File: config.mk
export PLATFORM = sky130hd
export DESIGN_NAME = cook_timer
export DESIGN_NICKNAME = d
export VERILOG_FILES = /design/src/rtl/cook_timer.sv
export SDC_FILE = /design/constraint.sdc
export NUM_CORES = 1
export LEC_CHECK = 0
export CAP_MARGIN = 20
export CORE_MARGIN = 1.5
export CORE_UTILIZATION = 60
export CTS_CLUSTER_DIAMETER = 40
export CTS_CLUSTER_SIZE = 28
export DETAILED_ROUTE_END_ITERATION = 8
export GPL_TIMING_DRIVEN = 0
export PLACE_DENSITY = 0.81
export SYNTH_ARGS = -nofsm -noshare
export SYNTH_HDL_FRONTEND = slang
export SYNTH_SLANG_ARGS = --single-unit
File: constraint.sdc
create_clock -name clk -period 7.8 [get_ports clk]
set_input_delay 1.56 -clock clk [delete_from_list [all_inputs] [get_ports clk]]
set_output_delay 1.56 -clock clk [all_outputs]
set_load 0.03 [all_outputs]
File: src/rtl/cook_timer.sv
`default_nettype none
// ============================================================================
// Module   : cook_timer
// Purpose  : Microwave cook-time controller with a 1 Hz countdown and
//            heater/lamp sequencing. COOK_TIMER_DONE_BEEP_EN adds a
//            3-second completion beep.
// Revision : 1.0  initial release
// ============================================================================
module cook_timer #(
   parameter int TICK_DIV = 50000000,
   parameter int ADD_STEP = 30,
   parameter int MAX_SEC  = 511
) (
   input  logic       clk,
   input  logic       rst_n,
   input  logic       add_sec_i,
   input  logic       start_i,
   input  logic       stop_i,
   input  logic       door_open_i,
   output logic [8:0] seconds_o,
   output logic [1:0] state_o,
   output logic       magnetron_o,
   output logic       lamp_o,
   output logic       done_o,
   output logic       beep_o
);

   localparam int              c_pw     = (TICK_DIV > 1) ? $clog2(TICK_DIV) : 1;
   localparam logic [c_pw-1:0] c_last   = c_pw'(TICK_DIV - 1);
   localparam logic [9:0]      c_step10 = 10'(ADD_STEP);
   localparam logic [9:0]      c_max10  = 10'(MAX_SEC);
   // Quick-start / post-DONE load value, kept within the ceiling
   localparam logic [8:0]      c_load   = (ADD_STEP > MAX_SEC) ? 9'(MAX_SEC) : 9'(ADD_STEP);

   localparam logic [1:0] c_idle  = 2'b00;
   localparam logic [1:0] c_run   = 2'b01;
   localparam logic [1:0] c_pause = 2'b10;
   localparam logic [1:0] c_done  = 2'b11;

   logic [1:0]      r_state;
   logic [8:0]      r_sec;
   logic [c_pw-1:0] r_presc;
   logic            r_mag;
   logic            r_lamp;
   logic            r_done;

   logic [1:0]      w_state_nxt;
   logic [8:0]      w_sec_nxt;
   logic [c_pw-1:0] w_presc_nxt;
   logic [9:0]      w_sum;
   logic [8:0]      w_sat;
   logic            w_presc_en;
   logic            w_tick;

`ifdef COOK_TIMER_DONE_BEEP_EN
   assign w_presc_en = (r_state == c_run) || (r_state == c_done);
`else
   assign w_presc_en = (r_state == c_run);
`endif

   assign w_tick = w_presc_en && (r_presc == c_last);
   assign w_sum  = {1'b0, r_sec} + c_step10;
   assign w_sat  = (w_sum > c_max10) ? c_max10[8:0] : w_sum[8:0];

   always_comb begin
      w_state_nxt = r_state;
      w_sec_nxt   = r_sec;
      case (r_state)
         c_idle: begin
            if (stop_i) begin
               w_sec_nxt = 9'd0;
            end else if (start_i && !door_open_i) begin
               if (r_sec == 9'd0) w_sec_nxt = c_load;
               w_state_nxt = c_run;
            end else if (add_sec_i) begin
               w_sec_nxt = w_sat;
            end
         end
         c_run: begin
            if (stop_i || door_open_i) begin
               w_state_nxt = c_pause;
            end else if (add_sec_i) begin
               w_sec_nxt = w_tick ? (w_sat - 9'd1) : w_sat;
            end else if (w_tick) begin
               if (r_sec <= 9'd1) begin
                  w_sec_nxt   = 9'd0;
                  w_state_nxt = c_done;
               end else begin
                  w_sec_nxt = r_sec - 9'd1;
               end
            end
         end
         c_pause: begin
            if (stop_i) begin
               w_sec_nxt   = 9'd0;
               w_state_nxt = c_idle;
            end else if (start_i && !door_open_i && (r_sec != 9'd0)) begin
               w_state_nxt = c_run;
            end else if (add_sec_i && !start_i) begin
               w_sec_nxt = w_sat;
            end
         end
         default: begin
            if (stop_i || door_open_i || start_i) begin
               w_sec_nxt   = 9'd0;
               w_state_nxt = c_idle;
            end else if (add_sec_i) begin
               w_sec_nxt   = c_load;
               w_state_nxt = c_idle;
            end
         end
      endcase
   end

   // Leaving or changing state discards any partial second
   always_comb begin
      w_presc_nxt = '0;
      if (w_presc_en && (w_state_nxt == r_state))
         w_presc_nxt = w_tick ? '0 : (r_presc + c_pw'(1));
   end

   always_ff @(posedge clk or negedge rst_n) begin
      if (!rst_n) begin
         r_state <= c_idle;
         r_sec   <= 9'd0;
         r_presc <= '0;
         r_mag   <= 1'b0;
         r_lamp  <= 1'b0;
         r_done  <= 1'b0;
      end else begin
         r_state <= w_state_nxt;
         r_sec   <= w_sec_nxt;
         r_presc <= w_presc_nxt;
         r_mag   <= (w_state_nxt == c_run);
         r_lamp  <= (w_state_nxt == c_run) || door_open_i;
         r_done  <= (w_state_nxt == c_done);
      end
   end

`ifdef COOK_TIMER_DONE_BEEP_EN
   logic [1:0] r_bcnt;
   logic       r_beep;
   logic [1:0] w_bcnt_nxt;

   // Count completion ticks, saturating at 3; beep while fewer than 3 seen
   always_comb begin
      w_bcnt_nxt = r_bcnt;
      if (w_state_nxt != c_done)
         w_bcnt_nxt = 2'd0;
      else if ((r_state == c_done) && w_tick && (r_bcnt != 2'd3))
         w_bcnt_nxt = r_bcnt + 2'd1;
   end

   always_ff @(posedge clk or negedge rst_n) begin
      if (!rst_n) begin
         r_bcnt <= 2'd0;
         r_beep <= 1'b0;
      end else begin
         r_bcnt <= w_bcnt_nxt;
         r_beep <= (w_state_nxt == c_done) && (w_bcnt_nxt != 2'd3);
      end
   end

   assign beep_o = r_beep;
`else
   assign beep_o = 1'b0;
`endif

   assign seconds_o   = r_sec;
   assign state_o     = r_state;
   assign magnetron_o = r_mag;
   assign lamp_o      = r_lamp;
   assign done_o      = r_done;

endmodule
`default_nettype wire

# ---- Word-level counts from Yosys, hierarchy flattened
# Index checks and enable logic that the tools add are counted.
dict set report classes {
  addsub 4
  order_cmp 2
  eq_ne 12
  mux 29
  reduce_logical 15
}
# cell count
set op_table {}
lappend op_table {{$mux 9} 15}
lappend op_table {{$mux 26} 2}
lappend op_table {{$pmux 9 s3} 1}
lappend op_table {{$add 26x1->26 const B} 1}
lappend op_table {{$eq 26x26->1 const B} 1}
lappend op_table {{$mux 2} 10}
lappend op_table {{$sub 9x1->9 const B} 2}
lappend op_table {{$add 9x5->10 const B} 1}
lappend op_table {{$gt 10x9->1 const B} 1}
lappend op_table {{$le 9x1->1 const B} 1}
lappend op_table {{$logic_not 9->1} 1}
lappend op_table {{$reduce_bool 9->1} 1}
lappend op_table {{$ne 4x4->1 const B} 2}
lappend op_table {{$reduce_and 7->1} 1}
lappend op_table {{$ne 3x3->1 const B} 2}
lappend op_table {{$pmux 2 s3} 1}
lappend op_table {{$logic_and 1x1->1} 5}
lappend op_table {{$reduce_bool 5->1} 1}
lappend op_table {{$eq 2x1->1 const B} 2}
lappend op_table {{$eq 2x2->1 const B} 2}
lappend op_table {{$logic_or 1x1->1} 3}
lappend op_table {{$ne 3x2->1 const B} 1}
lappend op_table {{$eq 2x2->1} 1}
lappend op_table {{$logic_not 1->1} 2}
lappend op_table {{other kinds (2)} 2}
dict set report totals {
  register_bits 40
  in_bits 6
  output_inout_bits 15
  word_cells 68
}

# ---- Longest topological paths before layout
dict set report depth {
  ltp_word 9
  ltp_mapped 12
  ltp_nobuf 11
}

# ---- Worst setup path after synthesis
# Ideal clock, no wire load.
dict set report synth_path {
  path_type {input -> register}
  from {input stop_i}
  to {register r_sec[2], in the netlist seconds_o[2]}
  setup_ns 0.126
  arrival_time_ns 3.076
  required_time_ns 7.674
  path_slack_ns 4.598
  path_stages 6
  n_path_buf 0
  path_cell_list {or4b_1 > o22ai_1 > a32o_1 > nor2_8 > o21a_1 > a221o_1}
}
dict set report synth_between {
  elab_chain_len 4
  word_cells_on_any_way 13
  cone_classes {eq/ne (5); mux (4); reduce/logical (4)}
}
# item line_no
set synth_lines {}
lappend synth_lines {{start: declaration} 18} ;# input logic stop_i,
lappend synth_lines {{$logic_or 1x1->1} {80, 104}}
lappend synth_lines {{$logic_or 1x1->1} 104} ;# if (stop_i || door_open_i || start_i) begin
lappend synth_lines {{$reduce_bool 5->1 (no line) or $mux 9 (tied branches)} n/a}
lappend synth_lines {{$reduce_and 7->1 (no line) or $pmux 9 s3 (tied branches)} n/a}
lappend synth_lines {{end signal: assignment} 132} ;# r_sec <= w_sec_nxt;
lappend synth_lines {{end: declaration} 41} ;# logic [8:0] r_sec;
# Several ways; a longest one is shown, not always the timed one.
# A chain may end at the register's enable or synchronous reset.

# ---- Worst setup path in the final report
dict set report layout_path {
  from {input stop_i}
  to {register r_sec[8], in the netlist seconds_o[8]}
}
# Same word-level chain as after synthesis.

==> flow_summary.ini <==
[run_status]
status = complete, no violations

[sta]
finalSetupViolCount = 0
slew_headroom_pct = 40.16
period_needed_ns = 3.623
fmax_mhz = 276.0
fin_hold_ws_ns = 0.5066
setup_tns_ns = 0
finClkSkew_ns = 0.007000
fin_crit_sh_pct = 46.45
setup_ws_ns = 4.177
hold_viol = 0
tightest_slew_ns = 0.8977
rsz0062_at_grt = false
final_max_slew_viol_count = 0

[critical_path]
startpoint_type = input pin
ff2ff_path_depth = 11
critPathKind = input pin to flip-flop
end_kind = flip-flop
cp.arrival_ns = 3.86
worstPathMaxFanout = 9
required_ns = 8.03

[floorplanning]
num_io_pins = 21
die_y_um = 73.39
dieArea_um2 = 5386
core_um2 = 4755
start_util_pct = 62.53
placementRows = 25
die_x_um = 73.39

[clock_network]
cts_root_buf = clkbuf_8
cts.sinks = 40
path_clk_slew_ns = 0.08
numCtsBuffers = 5
cts_setup_buffers = 0
post_cts_resized = 0
clk_latency_ns = 0.29
cts_buffer_depth = 2
cts_tree = done
cts_htree_levels = 2
cts_hold_buf = 0

[yosys]
synth.most_common_cell = dfrtp_1
yosysSeqAreaShare_pct = 33.67
synth-seq-cells = 40
syn_nets = 361
yosysWarningCount = 0
avgSynthCellArea_um2 = 8.543
ys.flop_type = dfrtp_1
synthTopCellsByCount = dfrtp_1, nor2_1, nand2_1
yosysTopAreaCellShare_pct = 33.67
synthTopCellsByArea = dfrtp_1, nor2_1, xnor2_1
synthCells = 348
yosysUniqueCellTypes = 68
syn_area_um2 = 2973
synth_edf_count = 0
synthArstFlopShare_pct = 100.0
yosys.area.top_type = dfrtp_1

[global_route]
grt_overflow = 0
grt_max_degree = 41
grt_pass1_wl_mm = 12.02
grt_pass1_vias = 2558
antenna_found_initial = 0
grt.total_usage_pct = 29.16

[final_layout]
nFillCells = 416
final_cell_area_um2 = 3368
nets = 387
diodes = 0
drive_above_1_share_pct = 8.000
multi_input_area_um2 = 1848
regArea_um2 = 1001
synthToLayoutAreaGrowth_pct = 13.30

[drt]
dr.pass1.iters = 5
drcViolationCount = 0
drtAntennaViolNets = 0
first_iter_violations = 235
routed_wl_mm = 7.248
viasPerCell = 6.213
dr_total_vias = 2746
post_drt_wl_per_cell_um = 16.40

[power]
leakagePower_nw = 1.338
peakVddDrop_mv = 0.1195
p_per_area_nw_per_um2 = 279.3
power_mw = 0.9408

[placement]
port_buffers = 19
dp_hpwl_mm = 5.320
place_ws_ns = 3.898
dpl_cell_area_um2 = 3242
gp_congestion = 0.9549

[flow_run]
cap_violations = 0

[worst_hold_path]
hold_class = flip-flop to flip-flop
whs_path_depth = 1
-- power breakdown --
part           total, mW  leakage [nW]  switching, mW  internal, mW
clock              0.185        0.0645         0.0722         0.113
combinational      0.508         0.727          0.310         0.199
sequential         0.247         0.547         0.0221         0.225
total              0.941          1.34          0.404         0.537
-- cell type report --
cell class / instances / area share (%)
clock buffers: 7 / 2.860
well taps: 67 / 2.489
plain buffers: 18 / 2.340
repair buffers: 19 / 5.498
flip-flops and latches: 40 / 29.72
clock inverters: 1 / 0.8915
inverters: 12 / 1.337
multi-input cells: 278 / 54.87
-- through the flow --
step	instances	util (%)
6_report	442	70.84
3_5_place_dp	434	68.18
3_3_place_gp	434	68.29
2_1_floorplan	348	-
5_1_grt	442	70.84
4_1_cts	442	70.84
-- state kept, by name, indices dropped and copies added (netlist names) --
signal and count:
r_presc 26, seconds_o 9, state_o 2, done_o 1
lamp_o 1, magnetron_o 1
-- final timing paths --
check,end,start,slack (ns)
worst min-delay path,r_presc[0],r_presc[0],0.51
min in group asynchronous,state_o[1],rst_n,1.39
max in group asynchronous,r_presc[7],rst_n,5.85
worst max register to register,seconds_o[4],seconds_o[1],4.77
worst max-delay path,seconds_o[8],stop_i,4.18
worst min register to register,r_presc[0],r_presc[0],0.51
-- cell usage in the layout (no fill, tap or decap), types with 3 or more instances in the layout --
master	instances
a21oi_1	14
a31oi_1	6
a32o_1	3
and2_1	5
and3_1	11
and4_1	4
buf_2	4
clkbuf_1	13
clkbuf_8	7
clkdlybuf4s50_1	18
dfrtp_1	40
ha_1	7
inv_1	12
nand2_1	29
nand3_1	21
nand4_1	9
nor2_1	38
nor2b_1	4
nor3_1	11
nor4bb_1	5
o211ai_1	4
o21ai_0	8
o21ai_1	3
o22ai_1	3
o31ai_1	3
or3_1	4
xnor2_1	16
xor2_1	14
-- critical path, cell delays in order --
cell and delay, ns:
clkdlybuf4s50_1 0.50, or4b_1 0.55, o22ai_1 0.21, a32o_1 0.42, o21bai_2 0.33, a22oi_1 0.18
nand2_1 0.09
-- per-layer routing --
| metal | GRT usage (%) | wire, µm | up-vias |
|---|---|---|---|
| li1 | - | - | 1323 |
| met1 | 37.23 | 3102 | 1316 |
| met2 | 49.29 | 3650 | 94 |
| met3 | 4.664 | 377 | 13 |
| met4 | 11.93 | 116 | 0 |
| met5 | 0 | 0 | - |
-- cell families (layout without fill, tap and decap cells) --
logic type | count (synthesis) | in the layout | share of synthesized area [%]
AO/OA/AOI/OAI | 71 | 71 | 17.42
XOR/XNOR | 30 | 30 | 8.838
adder cells (fa/ha/maj) | 7 | 7 | 2.946
buffers and inverters | 30 | 57 | 4.166
flip-flops | 40 | 40 | 33.67
multiplexers | 2 | 2 | 0.6734
other | 1 | 1 | 0.1261
AND/OR/NAND/NOR | 167 | 167 | 32.15
No activity file was read; power rests on OpenSTA's default activity.
